==> src/rtl/uart_tx_fifo.sv <==
// Buffered 8N1 UART transmitter: a small circular byte FIFO feeding a
// start/data/stop serialiser that runs at CLKS_PER_BIT clocks per bit.
module uart_tx_fifo #(
    parameter int CLKS_PER_BIT    = 104,
    parameter int FIFO_DEPTH_LOG2 = 2,
    parameter int STOP_BITS       = 1
) (
    input  logic                     clk,
    input  logic                     reset,
    input  logic [7:0]               data_in,
    input  logic                     write_enable,
    output logic                     ready,
    output logic                     UART_TX,
    output logic                     busy,
    output logic [FIFO_DEPTH_LOG2:0] fifo_count,
    output logic                     overflow
);
    localparam int DEPTH = 1 << FIFO_DEPTH_LOG2;
    localparam int PW    = FIFO_DEPTH_LOG2;
    localparam int CW    = FIFO_DEPTH_LOG2 + 1;
    // Timer must also cover the two-bit-long stop period.
    localparam int TW    = $clog2(2 * CLKS_PER_BIT);

    localparam logic [TW-1:0] BIT_LAST  = TW'(CLKS_PER_BIT - 1);
    localparam logic [TW-1:0] STOP_LAST = TW'(STOP_BITS * CLKS_PER_BIT - 1);
    localparam logic [TW-1:0] TMR_ZERO  = TW'(0);
    localparam logic [TW-1:0] TMR_ONE   = TW'(1);
    localparam logic [PW-1:0] PTR_ZERO  = PW'(0);
    localparam logic [PW-1:0] PTR_ONE   = PW'(1);
    localparam logic [CW-1:0] CNT_ZERO  = CW'(0);
    localparam logic [CW-1:0] CNT_ONE   = CW'(1);
    localparam logic [CW-1:0] CNT_FULL  = CW'(DEPTH);

    typedef enum logic [1:0] {
        IDLE  = 2'd0,
        START = 2'd1,
        DATA  = 2'd2,
        STOP  = 2'd3
    } state_t;

    state_t          state_r;
    logic [TW-1:0]   timer_r;
    logic [2:0]      bit_idx_r;
    logic [7:0]      shift_r;
    logic            tx_r;
    logic [7:0]      mem_r [DEPTH];
    logic [PW-1:0]   wr_ptr_r;
    logic [PW-1:0]   rd_ptr_r;
    logic [CW-1:0]   count_r;
    logic            overflow_r;

    logic            ready_s;
    logic            push_s;
    logic            pop_s;
    logic            bit_done_s;
    logic            stop_done_s;

    // Handshake and pop decode from registered state.
    always_comb begin
        ready_s     = (count_r != CNT_FULL);
        push_s      = write_enable && ready_s;
        bit_done_s  = (timer_r == BIT_LAST);
        stop_done_s = (timer_r == STOP_LAST);
        pop_s       = 1'b0;
        if (count_r == CNT_ZERO) begin
            pop_s = 1'b0;
        end else if (state_r == IDLE) begin
            pop_s = 1'b1;
        end else if ((state_r == STOP) && stop_done_s) begin
            pop_s = 1'b1;
        end else begin
            pop_s = 1'b0;
        end
    end

    // FIFO storage; contents need no reset since count gates every read.
    always_ff @(posedge clk) begin
        if (push_s) begin
            mem_r[wr_ptr_r] <= data_in;
        end
    end

    // FIFO pointers, occupancy and sticky overflow flag.
    always_ff @(posedge clk or posedge reset) begin
        if (reset) begin
            wr_ptr_r   <= PTR_ZERO;
            rd_ptr_r   <= PTR_ZERO;
            count_r    <= CNT_ZERO;
            overflow_r <= 1'b0;
        end else begin
            if (push_s) begin
                wr_ptr_r <= wr_ptr_r + PTR_ONE;
            end
            if (pop_s) begin
                rd_ptr_r <= rd_ptr_r + PTR_ONE;
            end
            if (push_s && !pop_s) begin
                count_r <= count_r + CNT_ONE;
            end else if (!push_s && pop_s) begin
                count_r <= count_r - CNT_ONE;
            end
            if (write_enable && !ready_s) begin
                overflow_r <= 1'b1;
            end
        end
    end

    // Serialiser FSM; the line level is registered alongside the state.
    always_ff @(posedge clk or posedge reset) begin
        if (reset) begin
            state_r   <= IDLE;
            timer_r   <= TMR_ZERO;
            bit_idx_r <= 3'd0;
            shift_r   <= 8'h00;
            tx_r      <= 1'b1;
        end else begin
            case (state_r)
                IDLE: begin
                    tx_r <= 1'b1;
                    if (pop_s) begin
                        shift_r <= mem_r[rd_ptr_r];
                        timer_r <= TMR_ZERO;
                        state_r <= START;
                        tx_r    <= 1'b0;
                    end
                end
                START: begin
                    if (bit_done_s) begin
                        timer_r   <= TMR_ZERO;
                        bit_idx_r <= 3'd0;
                        state_r   <= DATA;
                        tx_r      <= shift_r[0];
                    end else begin
                        timer_r <= timer_r + TMR_ONE;
                    end
                end
                DATA: begin
                    if (bit_done_s) begin
                        timer_r <= TMR_ZERO;
                        if (bit_idx_r == 3'd7) begin
                            state_r <= STOP;
                            tx_r    <= 1'b1;
                        end else begin
                            bit_idx_r <= bit_idx_r + 3'd1;
                            tx_r      <= shift_r[bit_idx_r + 3'd1];
                        end
                    end else begin
                        timer_r <= timer_r + TMR_ONE;
                    end
                end
                STOP: begin
                    if (stop_done_s) begin
                        timer_r <= TMR_ZERO;
                        // Queued data starts the next frame with no idle gap.
                        if (pop_s) begin
                            shift_r <= mem_r[rd_ptr_r];
                            state_r <= START;
                            tx_r    <= 1'b0;
                        end else begin
                            state_r <= IDLE;
                            tx_r    <= 1'b1;
                        end
                    end else begin
                        timer_r <= timer_r + TMR_ONE;
                    end
                end
                default: begin
                    state_r <= IDLE;
                    timer_r <= TMR_ZERO;
                    tx_r    <= 1'b1;
                end
            endcase
        end
    end

    assign ready      = ready_s;
    assign UART_TX    = tx_r;
    assign busy       = (state_r != IDLE) || (count_r != CNT_ZERO);
    assign fifo_count = count_r;
    assign overflow   = overflow_r;

endmodule
==> config.mk <==
export PLATFORM = sky130hd
export DESIGN_NAME = uart_tx_fifo
export DESIGN_NICKNAME = d
export VERILOG_FILES = /design/src/rtl/uart_tx_fifo.sv
export SDC_FILE = /design/constraint.sdc
export NUM_CORES = 1
export LEC_CHECK = 0
export CAP_MARGIN = 10
export CORE_MARGIN = 4
export CORE_UTILIZATION = 55
export DETAILED_ROUTE_END_ITERATION = 10
export PLACE_DENSITY = 0.75
export SLEW_MARGIN = 20
export SYNTH_ARGS = -nofsm -noshare
export SYNTH_HDL_FRONTEND = slang
export SYNTH_SLANG_ARGS = --single-unit
export TNS_END_PERCENT = 50
==> constraint.sdc <==
create_clock -name clk -period 3 [get_ports clk]
set_input_delay 0.45 -clock clk [delete_from_list [all_inputs] [get_ports clk]]
set_output_delay 0.45 -clock clk [all_outputs]
set_load 0.01 [all_outputs]
==> results_tabular.tex <==
\begin{tabular}{lr}
\hline
Metric & Value \\
\hline
\multicolumn{2}{l}{\textbf{Status}} \\
Outcome & finished clean \\
\multicolumn{2}{l}{\textbf{Floorplan}} \\
Area of the core region & approximately 5100 um\^{}2 \\
Die boundary width & about 80 um \\
Initial core utilization & 56.7\% \\
Die area & 6490 um\^{}2 \\
Die Ht & around 80 um \\
Total number of placement rows & 26 \\
Top-Level Pins & 18 \\
\multicolumn{2}{l}{\textbf{Synth}} \\
Gate count after technology mapping & 196 \\
Number of synthesis warnings & 0 \\
Total standard cell area after synthesis & around 2900 um\^{}2 \\
Number of flops mapped to enable cells by yosys & 32 \\
Share of the synthesized area in the top cell type & around a third \\
Synth async-reset ratio & 48.4\% \\
Cell variety after synth & 48 \\
Syn Area/Cell & roughly 15 um\^{}2 \\
Synth top cells by count & edfxtp\_1 (32), dfrtp\_1 (29), ha\_1 (13), inv\_1 (9), mux4\_2 (9) \\
Cell types occupying the most area after synthesis & edfxtp\_1 (33\%), dfrtp\_1 (25\%), mux4\_2 (7.0\%) \\
Total nets after synthesis & around 220 \\
Most instantiated library cell after synthesis & edfxtp\_1 \\
Flip-flop and latch count after synthesis & 62 \\
Biggest area consumer among synthesized cells & edfxtp\_1 \\
Most used DFF post-synth & edfxtp\_1 \\
Share of synthesized area occupied by flip-flops and latches & between 50\% and 60\% \\
\multicolumn{2}{l}{\textbf{Clock tree}} \\
Number of resized instances in the post-cts repair step & 0 \\
Number of hold buffers added after cts & 0 \\
Post-CTS clock slew at the launch and capture registers of the worst setup and hold paths & approximately 0.070 ns \\
Clk root buf & clkbuf\_8 \\
Clock insertion delay at the later pin of the skew report & $\sim$0.33 ns \\
Number of levels in the clock H-tree & 3 \\
Number of clock sinks & just over 60 \\
TritonCTS clock tree & done \\
Clock buffer count from CTS & 9 \\
Post-CTS setup repair buffer count & 0 \\
Buffer levels on the longest clock path & 2 \\
\multicolumn{2}{l}{\textbf{Critical path}} \\
Crit path required time & 2.55 ns \\
Kind of critical path & reg -> out \\
Cell repeated most along the worst path & inv\_2 \\
Number of cell instances on the worst register-to-register path & 8 \\
Max FO, Critical Path & 8 \\
Sum of buffers and inverters on the critical path & 4 \\
Total stage count of the critical path & 6 \\
Critical Path AT & 2.28 ns \\
Cell family with the largest share of critical-path delay & buffers and inverters \\
Type of element launching the critical path & register \\
Slowest-stage cell, CP & clkdlybuf4s50\_1 \\
Worst path max stage delay & about 0.51 ns \\
Crit-path cells & inv\_1 -> ha\_1 -> inv\_2 -> nor4\_4 -> inv\_2 -> clkdlybuf4s50\_1 \\
Nature of the critical path endpoint & output port \\
\multicolumn{2}{l}{\textbf{Drt}} \\
1st-iter DRT viols & 94 \\
Vias after detailed routing & about 1,700 \\
Routed length per placed instance & $\sim$17 um \\
Final antenna-violating net count & 0 \\
Mean number of vias per cell & between 5 and 6 \\
Total wirelength of the detailed-routed design & between 5 and 6 mm \\
Number of DRC violations after detailed routing & 0 \\
Total iterations of the first detailed-routing run & 4 \\
\multicolumn{2}{l}{\textbf{Pwr}} \\
Maximum ir drop on the vdd rail & between 0.5 and 0.6 mV \\
Leak Pwr & between 1 and 1.5 nW \\
Final Total Pwr & about 2.3 mW \\
Pwr dens & 674 nW/um\^{}2 \\
\multicolumn{2}{l}{\textbf{GRT}} \\
Overflow after GRT & 0 \\
Number of global-route vias before repair & $\sim$1,800 \\
First-pass GRT wire length & 8.63 mm \\
Global-route met2 utilization & 30.0\% \\
Pin count of the biggest net entering global routing & 31 \\
Aggregate global-route resource usage & 18.0\% \\
Fraction of met1 tracks used by global routing & 22.2\% \\
Initial antenna violation count & 0 \\
GR Layer Usage met3 & under 10\% \\
Busiest layer in global routing & met2 \\
\multicolumn{2}{l}{\textbf{STA}} \\
Pins Over Slew Limit & 0 \\
Min Tclk post-route & between 2 and 3 ns \\
Worst Tran Pin Value & 0.621 ns \\
Worst slew slack as a fraction of its limit & about 58\% \\
Min setup slack post-route & roughly 0.27 ns \\
Final count of negative-setup-slack endpoints & 0 \\
Number of failing hold endpoints at the final stage & 0 \\
Final critical-path share of the clock period & 90.9\% \\
Worst Clk Skew & slightly below 0.009 ns \\
RSZ-0062 raised after global routing & false \\
Peak clock frequency supported by timing & approximately 370 MHz \\
Total Neg Setup Slack & 0 ns \\
\multicolumn{2}{l}{\textbf{Placed design}} \\
Dpl ws & $\sim$0.37 ns \\
Number of port buffers & 17 \\
Final weighted congestion of routability-driven global placement & roughly 0.87 \\
Placed Cells & 280 \\
Post-Place Cell Area & 3140 um\^{}2 \\
Placed wire-length estimate after detailed placement & between 3 and 4 mm \\
\multicolumn{2}{l}{\textbf{Min path}} \\
Hold Path Stages & 1 \\
Kind of path behind the tightest hold check & reg -> reg \\
\multicolumn{2}{l}{\textbf{Run}} \\
Number of maximum-capacitance violations & 0 \\
\multicolumn{2}{l}{\textbf{Cells and area}} \\
Layout Cell Area excl Fill & about 3400 um\^{}2 \\
Fillers & roughly 380 \\
Area added between synthesis and finish & 15.7\% \\
Net count reported at finish & between 200 and 250 \\
Fraction of final layout cells sized beyond drive strength 1 & 19.0\% \\
Post-route insts no fill & 296 \\
Antenna diode count & 0 \\
\hline
\end{tabular}
==> metal layers <==
layer	up-vias	wire (um)
met4	0	93
met2	34	2660
met5	-	0
met3	10	177
met1	889	2230
li1	801	-
==> stage by stage <==
| stage | utilization (%) | hold slack [ns] |
|---|---|---|
| 6_report | 65.6 | 0.472 |
| 3_5_place_dp | 61.5 | 0.460 |
| 4_1_cts | 65.6 | 0.470 |
| 3_3_place_gp | 61.5 | 0.456 |
| 2_1_floorplan | - | 0.460 |
| 5_1_grt | 65.6 | 0.497 |
==> sequential cells by signal, indices dropped and copies added, names as in the netlist <==
signal,count
mem_r,32
shift_r,8
timer_r,8
bit_idx_r,3
fifo_count,3
rd_ptr_r,2
state_r,2
wr_ptr_r,2
UART_TX,1
overflow,1
==> kinds of logic (layout without fill, tap and decap cells) <==
logic type | Yosys count | in the layout | share of synthesized area, %
and+or+nand+nor | 40 | 40 | 8.33
adders and majority gates | 14 | 14 | 6.30
DFF | 62 | 62 | 59.1
muxes | 23 | 23 | 13.4
AOI/OAI and AO/OA | 36 | 36 | 8.81
xor gates and xnor gates | 6 | 6 | 1.81
buffers and inverters | 15 | 45 | 2.24
==> area by class of cell <==
type | instances | area [um^2] | area share [%]
flip-flops and latches | 62 | 1710 | 51.1
multi-input cells | 119 | 1120 | 33.4
repair buffers | 18 | 178 | 5.30
clock buffers | 9 | 124 | 3.70
clock inverters | 7 | 88.8 | 2.65
well taps | 70 | 87.6 | 2.61
inverters | 11 | 41.3 | 1.23
==> report_power, final <==
part / switching, mW / leakage (nW) / internal [mW] / total (mW)
Sequential: 0.0969 / 0.654 / 1.04 / 1.13
Combinational: 0.170 / 0.562 / 0.174 / 0.344
Clock: 0.321 / 0.104 / 0.462 / 0.783
==> path summary, 6_finish.rpt <==
check / start / end / slack [ns]
worst max register to register: timer_r[0]$_DFFE_PP0P_ / fifo_count[1]$_DFFE_PP0P_ / 0.38
worst min register to register: overflow$_DFFE_PP0P_ / overflow$_DFFE_PP0P_ / 0.47
max in group asynchronous: reset / UART_TX$_DFFE_PP1P_ / 2.20
worst min-delay path: overflow$_DFFE_PP0P_ / overflow$_DFFE_PP0P_ / 0.47
min in group asynchronous: reset / wr_ptr_r[1]$_DFFE_PP0N_ / 0.49
worst max-delay path: state_r[0]$_DFFE_PP0P_ / busy / 0.27
==> placed cells by master, fill, tap and decap left out, drive strengths merged, types with 3 or more instances in the layout <==
master         synthesis  final
xnor2                  4      4
nor3                   3      3
mux2                  12     12
nand2b                 3      3
a31oi                  3      3
mux4                   9      9
clkbuf                 1      9
nor2                   6      6
nand3                  5      5
dfrtp                 29     29
edfxtp                32     32
ha                    13     13
clkinv                 0      4
inv                   11     11
a21oi                  5      5
clkdlybuf4s50          0     17
o21ai                  9      9
nand2                  6      6
a22o                   6      6
and3                   7      7
Power figures use the tool's default switching activity.
